$ cat config.mk
export PLATFORM = sky130hd
export DESIGN_NAME = time_set_ctrl
export DESIGN_NICKNAME = d
export VERILOG_FILES = /design/src/rtl/time_set_ctrl.sv
export SDC_FILE = /design/constraint.sdc
export NUM_CORES = 1
export LEC_CHECK = 0
export BUFFER_PORTS_ARGS = -buffer_cell sky130_fd_sc_hd__buf_2
export CAP_MARGIN = 20
export CORE_MARGIN = 4
export CORE_UTILIZATION = 61
export CTS_CLUSTER_DIAMETER = 120
export DETAILED_ROUTE_END_ITERATION = 8
export PLACE_DENSITY = 0.94
export SYNTH_ARGS = -nofsm -noshare
export SYNTH_HDL_FRONTEND = slang
export SYNTH_SLANG_ARGS = --single-unit
$ cat constraint.sdc
create_clock -name clk_in_50M -period 6.86 [get_ports clk_in_50M]
set_clock_uncertainty 0.1 [all_clocks]
set_input_delay 1.029 -clock clk_in_50M [delete_from_list [all_inputs] [get_ports clk_in_50M]]
set_output_delay 1.029 -clock clk_in_50M [all_outputs]
set_load 0.01 [all_outputs]
$ cat src/rtl/time_set_ctrl.sv
// Set-time controller for the sec/min/hour counters: debounces the MODE and
// INC buttons, walks RUN -> SET_HOUR -> SET_MIN -> SET_SEC -> RUN, edits a
// captured copy of the time and commits it with a one-cycle load strobe.
module time_set_ctrl #(
  parameter int unsigned DEBOUNCE_CYCLES = 1000000,
  parameter int unsigned CNT_W           = 20
) (
  input  logic       clk_in_50M,
  input  logic       rst,
  input  logic       key_mode_n,
  input  logic       key_inc_n,
  input  logic       blink_in,
  input  logic [6:0] cur_sec,
  input  logic [6:0] cur_min,
  input  logic [6:0] cur_hour,
  output logic       en_sec,
  output logic       en_min,
  output logic       en_hour,
  output logic       load_sec,
  output logic       load_min,
  output logic       load_hour,
  output logic [6:0] data_sec,
  output logic [6:0] data_min,
  output logic [6:0] data_hour,
  output logic [1:0] mode,
  output logic       blink_sec,
  output logic       blink_min,
  output logic       blink_hour
);

  localparam logic [CNT_W-1:0] CntMax = CNT_W'(DEBOUNCE_CYCLES - 1);

  typedef enum logic [1:0] {
    StRun     = 2'd0,
    StSetHour = 2'd1,
    StSetMin  = 2'd2,
    StSetSec  = 2'd3
  } state_e;

  // Bit 0 is the MODE key, bit 1 the INC key.
  logic [1:0]       keys;
  logic [1:0]       sync1_q;
  logic [1:0]       sync2_q;
  logic [1:0]       deb_q;
  logic [1:0]       deb_prev_q;
  logic [CNT_W-1:0] cnt_q [2];
  logic [1:0]       press;
  logic             mode_press;
  logic             inc_press;

  state_e     state_q;
  logic [6:0] hour_q;
  logic [6:0] min_q;
  logic [6:0] sec_q;
  logic       en_q;
  logic       load_q;

  assign keys       = {key_inc_n, key_mode_n};
  // Press is the 1->0 edge of the debounced level; releases are ignored.
  assign press      = deb_prev_q & ~deb_q;
  assign mode_press = press[0];
  assign inc_press  = press[1];

  // Synchronize both keys and accept a level only after it has been stable.
  always_ff @(posedge clk_in_50M or posedge rst) begin
    if (rst) begin
      sync1_q    <= 2'b11;
      sync2_q    <= 2'b11;
      deb_q      <= 2'b11;
      deb_prev_q <= 2'b11;
      for (int i = 0; i < 2; i++) begin
        cnt_q[i] <= '0;
      end
    end else begin
      sync1_q    <= keys;
      sync2_q    <= sync1_q;
      deb_prev_q <= deb_q;
      for (int i = 0; i < 2; i++) begin
        if (sync2_q[i] == deb_q[i]) begin
          cnt_q[i] <= '0;
        end else if (cnt_q[i] == CntMax) begin
          deb_q[i] <= sync2_q[i];
          cnt_q[i] <= '0;
        end else begin
          cnt_q[i] <= cnt_q[i] + CNT_W'(1);
        end
      end
    end
  end

  // Set-time FSM with edit registers and registered enable/load outputs.
  always_ff @(posedge clk_in_50M or posedge rst) begin
    if (rst) begin
      state_q <= StRun;
      hour_q  <= '0;
      min_q   <= '0;
      sec_q   <= '0;
      en_q    <= 1'b1;
      load_q  <= 1'b0;
    end else begin
      load_q <= 1'b0;
      case (state_q)
        StRun: begin
          en_q <= 1'b1;
          if (mode_press) begin
            state_q <= StSetHour;
            en_q    <= 1'b0;
            // Sanitize the live time so editing always starts in range.
            hour_q  <= (cur_hour > 7'd23) ? 7'd0 : cur_hour;
            min_q   <= (cur_min > 7'd59) ? 7'd0 : cur_min;
            sec_q   <= (cur_sec > 7'd59) ? 7'd0 : cur_sec;
          end
        end
        StSetHour: begin
          en_q <= 1'b0;
          if (mode_press) begin
            state_q <= StSetMin;
          end else if (inc_press) begin
            hour_q <= (hour_q >= 7'd23) ? 7'd0 : hour_q + 7'd1;
          end
        end
        StSetMin: begin
          en_q <= 1'b0;
          if (mode_press) begin
            state_q <= StSetSec;
          end else if (inc_press) begin
            min_q <= (min_q >= 7'd59) ? 7'd0 : min_q + 7'd1;
          end
        end
        StSetSec: begin
          en_q <= 1'b0;
          if (mode_press) begin
            // Commit: counters stay held during the load cycle, resume after.
            state_q <= StRun;
            load_q  <= 1'b1;
          end else if (inc_press) begin
            sec_q <= (sec_q >= 7'd59) ? 7'd0 : sec_q + 7'd1;
          end
        end
        default: begin
          state_q <= StRun;
          en_q    <= 1'b1;
        end
      endcase
    end
  end

  assign mode      = state_q;
  assign en_sec    = en_q;
  assign en_min    = en_q;
  assign en_hour   = en_q;
  assign load_sec  = load_q;
  assign load_min  = load_q;
  assign load_hour = load_q;
  assign data_sec  = sec_q;
  assign data_min  = min_q;
  assign data_hour = hour_q;

  // Blank only the field currently being edited, in step with blink_in.
  always_comb begin
    blink_hour = (state_q == StSetHour) & blink_in;
    blink_min  = (state_q == StSetMin) & blink_in;
    blink_sec  = (state_q == StSetSec) & blink_in;
  end

endmodule

# After elaboration in Yosys (flattened, before gate mapping)
# Cells that the tools add are included.
[word_totals] ff_bits=73 input_bits=26 out_inout_bits=32 wordCells=90
[classes] addsub=5 magnitude_cmp=6 eq_ne=17 mux=31 bitwise=7 n_reduce_logical=11
[ops] op="$mux W7" count=15
[ops] op="$mux W20" count=4
[ops] op="$pmux W7 S2" count=3
[ops] op="$add A20 B1 Y20 const B" count=2
[ops] op="$eq A20 B20 Y1 const B" count=2
[ops] op="$add A7 B1 Y7 const B" count=3
[ops] op="$ne A2 B2 Y1 const B" count=10
[ops] op="$reduce_and A4 Y1" count=4
[ops] op="$ge A7 B6 Y1 const B" count=2
[ops] op="$gt A7 B6 Y1 const B" count=2
[ops] op="$mux W2" count=4
[ops] op="$pmux W2 S4" count=1
[ops] op="$ge A7 B5 Y1 const B" count=1
[ops] op="$gt A7 B5 Y1 const B" count=1
[ops] op="$reduce_bool A2 Y1" count=3
[ops] op="$eq A2 B2 Y1 const B" count=2
[ops] op="$reduce_and A2 Y1" count=2
[ops] op="$and A1 B1 Y1" count=3
[ops] op="$mux W1" count=3
[ops] op="$reduce_or A3 Y1" count=1
[ops] op="$and A2 B2 Y2" count=1
[ops] op="$eq A1 B1 Y1" count=2
[ops] op="$eq A2 B1 Y1 const B" count=1
[ops] op="$logic_not A2 Y1" count=1
[ops] op="other kinds (3)" count=4

# Depth between registers and ports, before layout
# Gate-level depths: netlist (run 1).
[depth] word_depth=5 depth_mapped=7 ltp_nobuf=6

# Least setup slack after synthesis (run 1)
# No wires, ideal clock.
[synth_timing] kind="input to register" from="input cur_hour[3]" to="register hour_q[4] (netlist: data_hour[4])" setup_ns=0.083 arrival_ns=2.157 required_ns=6.677 slack_ns=4.520 path_stages=3 path_buffers=0 cell_sequence="a2111oi_0 > a22oi_1 > o21ai_0"
[synth_via] elab_chain_cells=4
[synth_rtl] element="from (decl)" line="15" rtl="input logic [6:0] cur_hour,"
[synth_rtl] element="$gt A7 B5 Y1" line="109" rtl="hour_q <= (cur_hour > 7'd23) ? 7'd0 : cur_hour;"
[synth_rtl] element="$mux W7" line="109"
[synth_rtl] element="$mux W7" line="105" rtl="if (mode_press) begin"
[synth_rtl] element="$pmux W7 S2" line="102" rtl="case (state_q)"
[synth_rtl] element="to (signal assigned)" line="109"
[synth_rtl] element="to (signal assigned)" line="119" rtl="hour_q <= (hour_q >= 7'd23) ? 7'd0 : hour_q + 7'd1;"
[synth_rtl] element="to (decl)" line="52" rtl="logic [6:0] hour_q;"
# Every way passes these cells. The select of a mux whose other input is x is not followed.
# A chain may end at the register's enable or synchronous reset.

# Worst setup path after layout (run 1)
[layout_timing] from="register state_q[0] (netlist: mode[0])" to="output blink_min"
[layout_via] elab_chain_cells=2
[layout_rtl] element="from (decl)" line="51" rtl="state_e state_q;"
[layout_rtl] element="from (signal assigned)" line="94" rtl="state_q <= StRun;"
[layout_rtl] element="from (signal assigned)" line="106" rtl="state_q <= StSetHour;"
[layout_rtl] element="from (signal assigned)" line="117" rtl="state_q <= StSetMin;"
[layout_rtl] element="$eq A2 B2 Y1" line="162" rtl="blink_min = (state_q == StSetMin) & blink_in;"
[layout_rtl] element="$and A1 B1 Y1" line="162"
[layout_rtl] element="to (decl)" line="27" rtl="output logic blink_min,"
# Every way passes these cells.

==> metrics.md, run 1 <==
| Metric | Value |
|---|---|
| Result of the run | `finished clean` |
| RSZ-0062 raised after global routing | `no` |
| Max VDD drop | `0.144 mV` |
| Die X | `87.1 um` |
| Final hold vios | `0` |
| Vias in the first global route | `3257` |
| Die height | `87.1 um` |
| Pwr Density | `185 nW/um^2` |
| Main flop type after synthesis | `dfrtp_1` |
| Dpl ws | `4320 ps` |
| Data arrival, critical path | `1510 ps` |
| Final slew viol count | `0` |
| Initial Util | `0.636` |
| Most common cell in the netlist | `dfrtp_1` |
| Dpl hpwl | `5890 um` |
| Share of layout cells above drive strength 1 | `0.196` |
| Fillers | `413` |
| First-pass GRT wire length | `14500 um` |
| Critical path class | `reg -> out` |
| DR iter-0 viols | `243` |
| FFs w/ async S/R, synth | `1.00` |
| GRT Total Usage | `0.240` |
| Multi-input gate area | `1840 um^2` |
| Cells after Synth | `396` |
| Critical Path RT | `5730 ps` |
| Worst-case reg-to-reg path depth | `6` |
| Total CTS buffers | `9` |
| ANT nets after route | `0` |
| Mapped Nets | `431` |
| CP delay by family, top | `flip-flops` |
| Number of remaining DRC errors | `0` |
| Layout Nets | `489` |
| CTS tree | `done` |
| Post-synthesis sequential area ratio | `0.482` |
| Antenna cells | `0` |
| Peak fanout along the critical path | `8` |
| Clk_lat worst skew | `350 ps` |
| Post-Route WL | `8350 um` |
| Clock sinks | `73` |
| Slew @ Worst Pin | `916 ps` |
| CTS Root Buffer Type | `clkbuf_8` |
| Post-layout min period | `2640 ps` |
| Initial DRT Pass Iterations | `5` |
| Relative slew slack | `0.381` |
| CTS Hold Bufs | `0` |
| Crit-path slowest cell | `dfrtp_1` |
| Via-to-Cell Ratio | `6.24` |
| Longest Clk Path Bufs | `2` |
| Cell Area, Synth | `3810 um^2` |
| Initial antenna violation count | `0` |
| Crit. End Element | `output pin` |
| GRT Residual Overflow | `0` |
| Worst path cell trace | `inv_1 > ha_1 > and2_1 > buf_2` |
| Post-synthesis to final-layout area growth | `13.8%` |
| Most area-hungry cell type in the Yosys netlist | `dfrtp_1` |
| Core Area | `5990 um^2` |
| Syn_area_per_cell | `9.63 um^2` |
| Synth warn | `0` |
| CP peak stage delay | `410 ps` |
| Resized cells post-CTS | `0` |
| Cell Rows | `28` |
| Worst Path Buf+Inv | `2` |
| I/O Pins | `58` |
| Startpoint Class | `register` |
| Setup total negative slack | `0 ps` |
| Worst min-delay path class | `reg -> reg` |
| Setup slack after layout | `4220 ps` |
| Worst path depth | `4` |
| Setup Fix Bufs, Post-CTS | `0` |
| Via count | `3332` |
| Period utilization | `0.385` |
| Leak | `1.91 nW` |
| Placer Congestion | `0.912` |
| Hold depth | `0` |
| Htree depth | `3` |
| Die area | `7580 um^2` |
| Per-cell routed wire length | `15.6 um` |
| Area share of the leading cell type in the synthesized netlist | `0.420` |
| Most area-consuming cells after synthesis | `dfrtp_1 (42%), dfstp_2 (6.2%), nor2_1 (3.9%)` |
| Clock slew at reported path FFs | `70 ps` |
| Port bufs | `57` |
| Largest net degree at the start of global routing | `74` |
| Synthesis-stage register bit count | `73` |
| Final setup vio count | `0` |
| Max Cap Viol | `0` |
| FF+latch area | `1840 um^2` |
| Maximum clock rate | `378 MHz` |
| Post-synth EDFFs | `0` |
| Top cell types by occurrence after synthesis | `dfrtp_1 (64), nor2_1 (40), a21oi_1 (26)` |
| Distinct cells, synth | `47` |
==> where the power goes <==
| part | total, mW | switching (mW) | internal, mW |
|---|---|---|---|
| sequential | 0.444 | 0.00707 | 0.437 |
| clock | 0.318 | 0.152 | 0.167 |
| combinational | 0.0397 | 0.0248 | 0.0149 |
| total | 0.802 | 0.183 | 0.619 |
==> final cells by class <==
cell class | instances | share of cell area
sequential | 73 | 0.424
multi-input combinational | 289 | 0.423
timing repair buffer | 61 | 0.0727
clock buffer | 12 | 0.0312
tap | 75 | 0.0216
inverter | 20 | 0.0173
clock inverter | 4 | 0.0104
==> layer usage <==
layer / global-route usage / part of all wire / up-vias
li1: - / - / 1577
met1: 0.310 / 0.41 / 1586
met2: 0.384 / 0.49 / 151
met3: 0.0577 / 0.074 / 18
met4: 0.105 / 0.020 / 0
met5: 0 / 0 / -
==> layout by cell type (no fill, tap or decap), types with 9 or more instances in the layout <==
master / count
ha_1: 9
dfrtp_1: 64
a21oi_1: 26
dfstp_2: 9
inv_1: 19
nand3_1: 24
xnor2_1: 16
nor4_1: 10
nor2_1: 40
nor3_1: 18
nand2_1: 19
xor2_1: 9
buf_2: 57
o21ai_0: 21
and2_1: 10
clkbuf_8: 9
==> state kept, by name, indices dropped and copies added, names as in the netlist <==
register and flops:
load_hour 1, cnt_q 40, deb_prev_q 2, data_sec 7, data_hour 7, data_min 7, sync1_q 2, mode 2
deb_q 2, sync2_q 2, en_hour 1
==> worst reg2reg max path, stage by stage, from the launching register on <==
cell     delay, ps
dfrtp_1        410
inv_1          130
ha_1           290
nor2_1         150
a41oi_1        770
nor2_1         110
a221o_1        280
==> per-stage QoR <==
stage	instance area (um^2)	instances	power, mW	hold slack, ps	utilization
6_report	4340	534	0.802	256	0.724
5_1_grt	4340	534	0.837	259	0.724
4_1_cts	4340	534	0.809	257	0.724
3_5_place_dp	4160	518	0.492	247	0.694
3_3_place_gp	4140	516	0.489	246	0.692
2_1_floorplan	3810	396	0.473	245	-
==> cells by family after synthesis <==
family,count (synthesis),synth area share
simple gates,161,0.230
compound gates,92,0.157
flops,73,0.482
buf+inv,34,0.0377
xor+xnor,25,0.0574
fa+ha+maj,9,0.0295
mux,2,0.00591
==> path summary, 6_finish.rpt <==
| kind | startpoint | end | slack, ps |
|---|---|---|---|
| min reg2reg | sync1_q[0]$_DFF_PP1_ | sync2_q[0]$_DFF_PP1_ | 260 |
| max | mode[0]$_DFFE_PP0P_ | blink_min | 4220 |
| max reg2reg | mode[0]$_DFFE_PP0P_ | data_hour[1]$_DFFE_PP0P_ | 4520 |
| min in group asynchronous | rst | cnt_q[12]$_DFF_PP0_ | 830 |
| max in group asynchronous | rst | cnt_q[8]$_DFF_PP0_ | 5230 |
| min | sync1_q[0]$_DFF_PP1_ | sync2_q[0]$_DFF_PP1_ | 260 |
No activity file was read; power rests on OpenSTA's default activity.
==> run 2: changes to the inputs <==
--- a/config.mk
+++ b/config.mk
@@ -8,10 +8,10 @@
 export BUFFER_PORTS_ARGS = -buffer_cell sky130_fd_sc_hd__buf_2
 export CAP_MARGIN = 20
 export CORE_MARGIN = 4
-export CORE_UTILIZATION = 61
+export CORE_UTILIZATION = 51
 export CTS_CLUSTER_DIAMETER = 120
 export DETAILED_ROUTE_END_ITERATION = 8
-export PLACE_DENSITY = 0.94
+export PLACE_DENSITY = 0.85
 export SYNTH_ARGS = -nofsm -noshare
 export SYNTH_HDL_FRONTEND = slang
 export SYNTH_SLANG_ARGS = --single-unit
==> constraint.sdc (replaced) <==
create_clock -name clk_in_50M -period 2.2 [get_ports clk_in_50M]
set_clock_uncertainty 0.1 [all_clocks]
set_input_delay 0.33 -clock clk_in_50M [delete_from_list [all_inputs] [get_ports clk_in_50M]]
set_output_delay 0.33 -clock clk_in_50M [all_outputs]
set_load 0.01 [all_outputs]
==> run 2 against run 1 <==
  * Core utilization down 9.8 points
  * Clock power increased to 3.8 times the previous value
  * Sequential power increased to 3.1 times the previous value
  * Final area rose by 4.6%
==> metrics.md, run 2 (synthesized netlist as in run 1, its figures left out) <==
| Metric | Value |
|---|---|
| Period utilization | `0.948` |
| Cell Rows | `31` |
| Per-cell routed wire length | `14.2 um` |
| Setup total negative slack | `0 ps` |
| Worst-case reg-to-reg path depth | `5` |
| Antenna cells | `0` |
| Total CTS buffers | `9` |
| Hold path startpoint | `cur_sec[1]` |
| Post-synthesis to final-layout area growth | `19.0%` |
| Leak | `1.99 nW` |
| Crit-path slowest cell | `or4_1` |
| Final hold vios | `0` |
| Clock sinks | `73` |
| Pwr Density | `600 nW/um^2` |
| Crit. End Element | `register` |
| Dpl hpwl | `5750 um` |
| Final Util | `0.626` |
| Clock slew at reported path FFs | `80 ps` |
| Maximum clock rate | `479 MHz` |
| Vias in the first global route | `3138` |
| Reg-to-reg slack, setup | `110 ps` |
| Setup Fix Bufs, Post-CTS | `0` |
| Dpl cell area | `4270 um^2` |
| RSZ-0062 raised after global routing | `no` |
| I/O Pins | `58` |
| Clk_lat worst skew | `350 ps` |
| Final setup vio count | `0` |
| Initial DRT Pass Iterations | `4` |
| Critical Path RT | `2370 ps` |
| Die area | `8920 um^2` |
| Fillers | `598` |
| Startpoint Class | `register` |
| GRT Total Usage | `0.190` |
| Layout Nets | `501` |
| Largest net degree at the start of global routing | `42` |
| CTS tree | `done` |
| Reg with most FFs | `cnt_q` |
| Via-to-Cell Ratio | `5.75` |
| Via count | `3276` |
| CP delay by family, top | `simple AND/OR/NAND/NOR gates` |
| Most frequent cells in the layout | `dfrtp_1 (64), buf_2 (57), nor2_1 (40), a21oi_1 (26), nand3_1 (24)` |
| Largest register FFs | `40` |
| GRT Residual Overflow | `0` |
| Slew @ Worst Pin | `611 ps` |
| Max Cap Viol | `0` |
| CP peak stage delay | `490 ps` |
| Critical path class | `reg -> reg` |
| Post-Route WL | `8090 um` |
| FF-to-FF Start | `cnt_q[20]$_DFF_PP0_` |
| Longest Clk Path Bufs | `2` |
| Placer Congestion | `0.849` |
| Final instance area | `4540 um^2` |
| Worst Path Buf+Inv | `0` |
| Port bufs | `57` |
| Peak fanout along the critical path | `7` |
| Most common cell after layout, fill and taps aside | `dfrtp_1` |
| Hold Path Sink | `data_sec[1]$_DFFE_PP0P_` |
| Worst path cell trace | `ha_1 > nand2_1 > or4_4 > or4_1 > a21oi_1` |
| Reg-to-reg endpoint | `cnt_q[38]$_DFF_PP0_` |
| Initial antenna violation count | `0` |
| Result of the run | `finished clean` |
| Number of remaining DRC errors | `0` |
| Die height | `94.5 um` |
| CTS Root Buffer Type | `clkbuf_8` |
| Final slew viol count | `0` |
| Share of layout cells above drive strength 1 | `0.223` |
| Post-layout min period | `2090 ps` |
| Die X | `94.5 um` |
| Htree depth | `3` |
| Data arrival, critical path | `2260 ps` |
| DR iter-0 viols | `168` |
| First-pass GRT wire length | `13700 um` |
| Pwr Total | `2.72 mW` |
| Hold depth | `3` |
| Relative slew slack | `0.589` |
| ANT nets after route | `0` |
| Core Area | `7250 um^2` |
| Initial Util | `0.526` |
| Max VDD drop | `0.361 mV` |
| Worst min-delay path class | `in -> reg` |
[run 2: cell count changes in the layout (fill, tap and decap cells not counted), sizes merged]
cell / before / now
bufinv: 1 / 2
inv: 20 / 19
clkbuf: 12 / 11
dlygate4sd3: 0 / 3
clkinv: 3 / 2
buf: 61 / 70
clkinvlp: 0 / 2
[run 2: worst max path at each step]
stage	depth (start not counted)	from	slack, ps	end
floorplan	5	mode[1]$_DFFE_PP0P_	160	data_hour[4]$_DFFE_PP0P_
global placement	4	cnt_q[22]$_DFF_PP0_	150	cnt_q[38]$_DFF_PP0_
detailed placement	5	cnt_q[20]$_DFF_PP0_	60	cnt_q[38]$_DFF_PP0_
CTS	5	cnt_q[20]$_DFF_PP0_	40	cnt_q[38]$_DFF_PP0_
global route	5	cnt_q[20]$_DFF_PP0_	30	cnt_q[38]$_DFF_PP0_
finish	5	cnt_q[20]$_DFF_PP0_	110	cnt_q[38]$_DFF_PP0_
[run 2: where the power goes]
| part | switching, mW | internal (mW) |
|---|---|---|
| logic | 0.0797 | 0.0579 |
| registers | 0.0207 | 1.36 |
| clock network | 0.505 | 0.697 |
[run 2: timing repair]
action                                  in CTS  in global routing
endpoints found under the setup margin       0                  2
hold endpoints to repair                    10                  0
gates resized for setup                      0                  2
hold buffers                                 3                  0
[run 2: per-stage QoR]
stage          hold slack [ps]  setup slack [ps]  std cells
2_1_floorplan              234               159        396
6_report                   163               114        570
5_1_grt                    157              30.9        570
3_3_place_gp               178               147        551
3_5_place_dp               183              55.8        551
4_1_cts                    152              43.6        570
[run 2: worst reg2reg max path, cell delays in order, from the launching register on]
cell     delay, ps
dfrtp_1        410
ha_1           260
nand2_1        120
or4_4          470
or4_1          490
a21oi_1        170
[run 2: metal layers]
layer  track usage  share of wire
met1         0.232           0.44
met2         0.324           0.49
met3        0.0446          0.052
met4        0.0781          0.014
met5             0              0
[run 2: layout make-up]
| type | count | area (um^2) | area share |
|---|---|---|---|
| clock buffer | 11 | 151 | 0.0334 |
| clock inverter | 5 | 77.6 | 0.0171 |
| inverter | 20 | 78.8 | 0.0174 |
| multi-input combinational | 289 | 1840 | 0.406 |
| sequential | 73 | 1840 | 0.405 |
| tap | 99 | 124 | 0.0273 |
| timing repair buffer | 73 | 425 | 0.0937 |
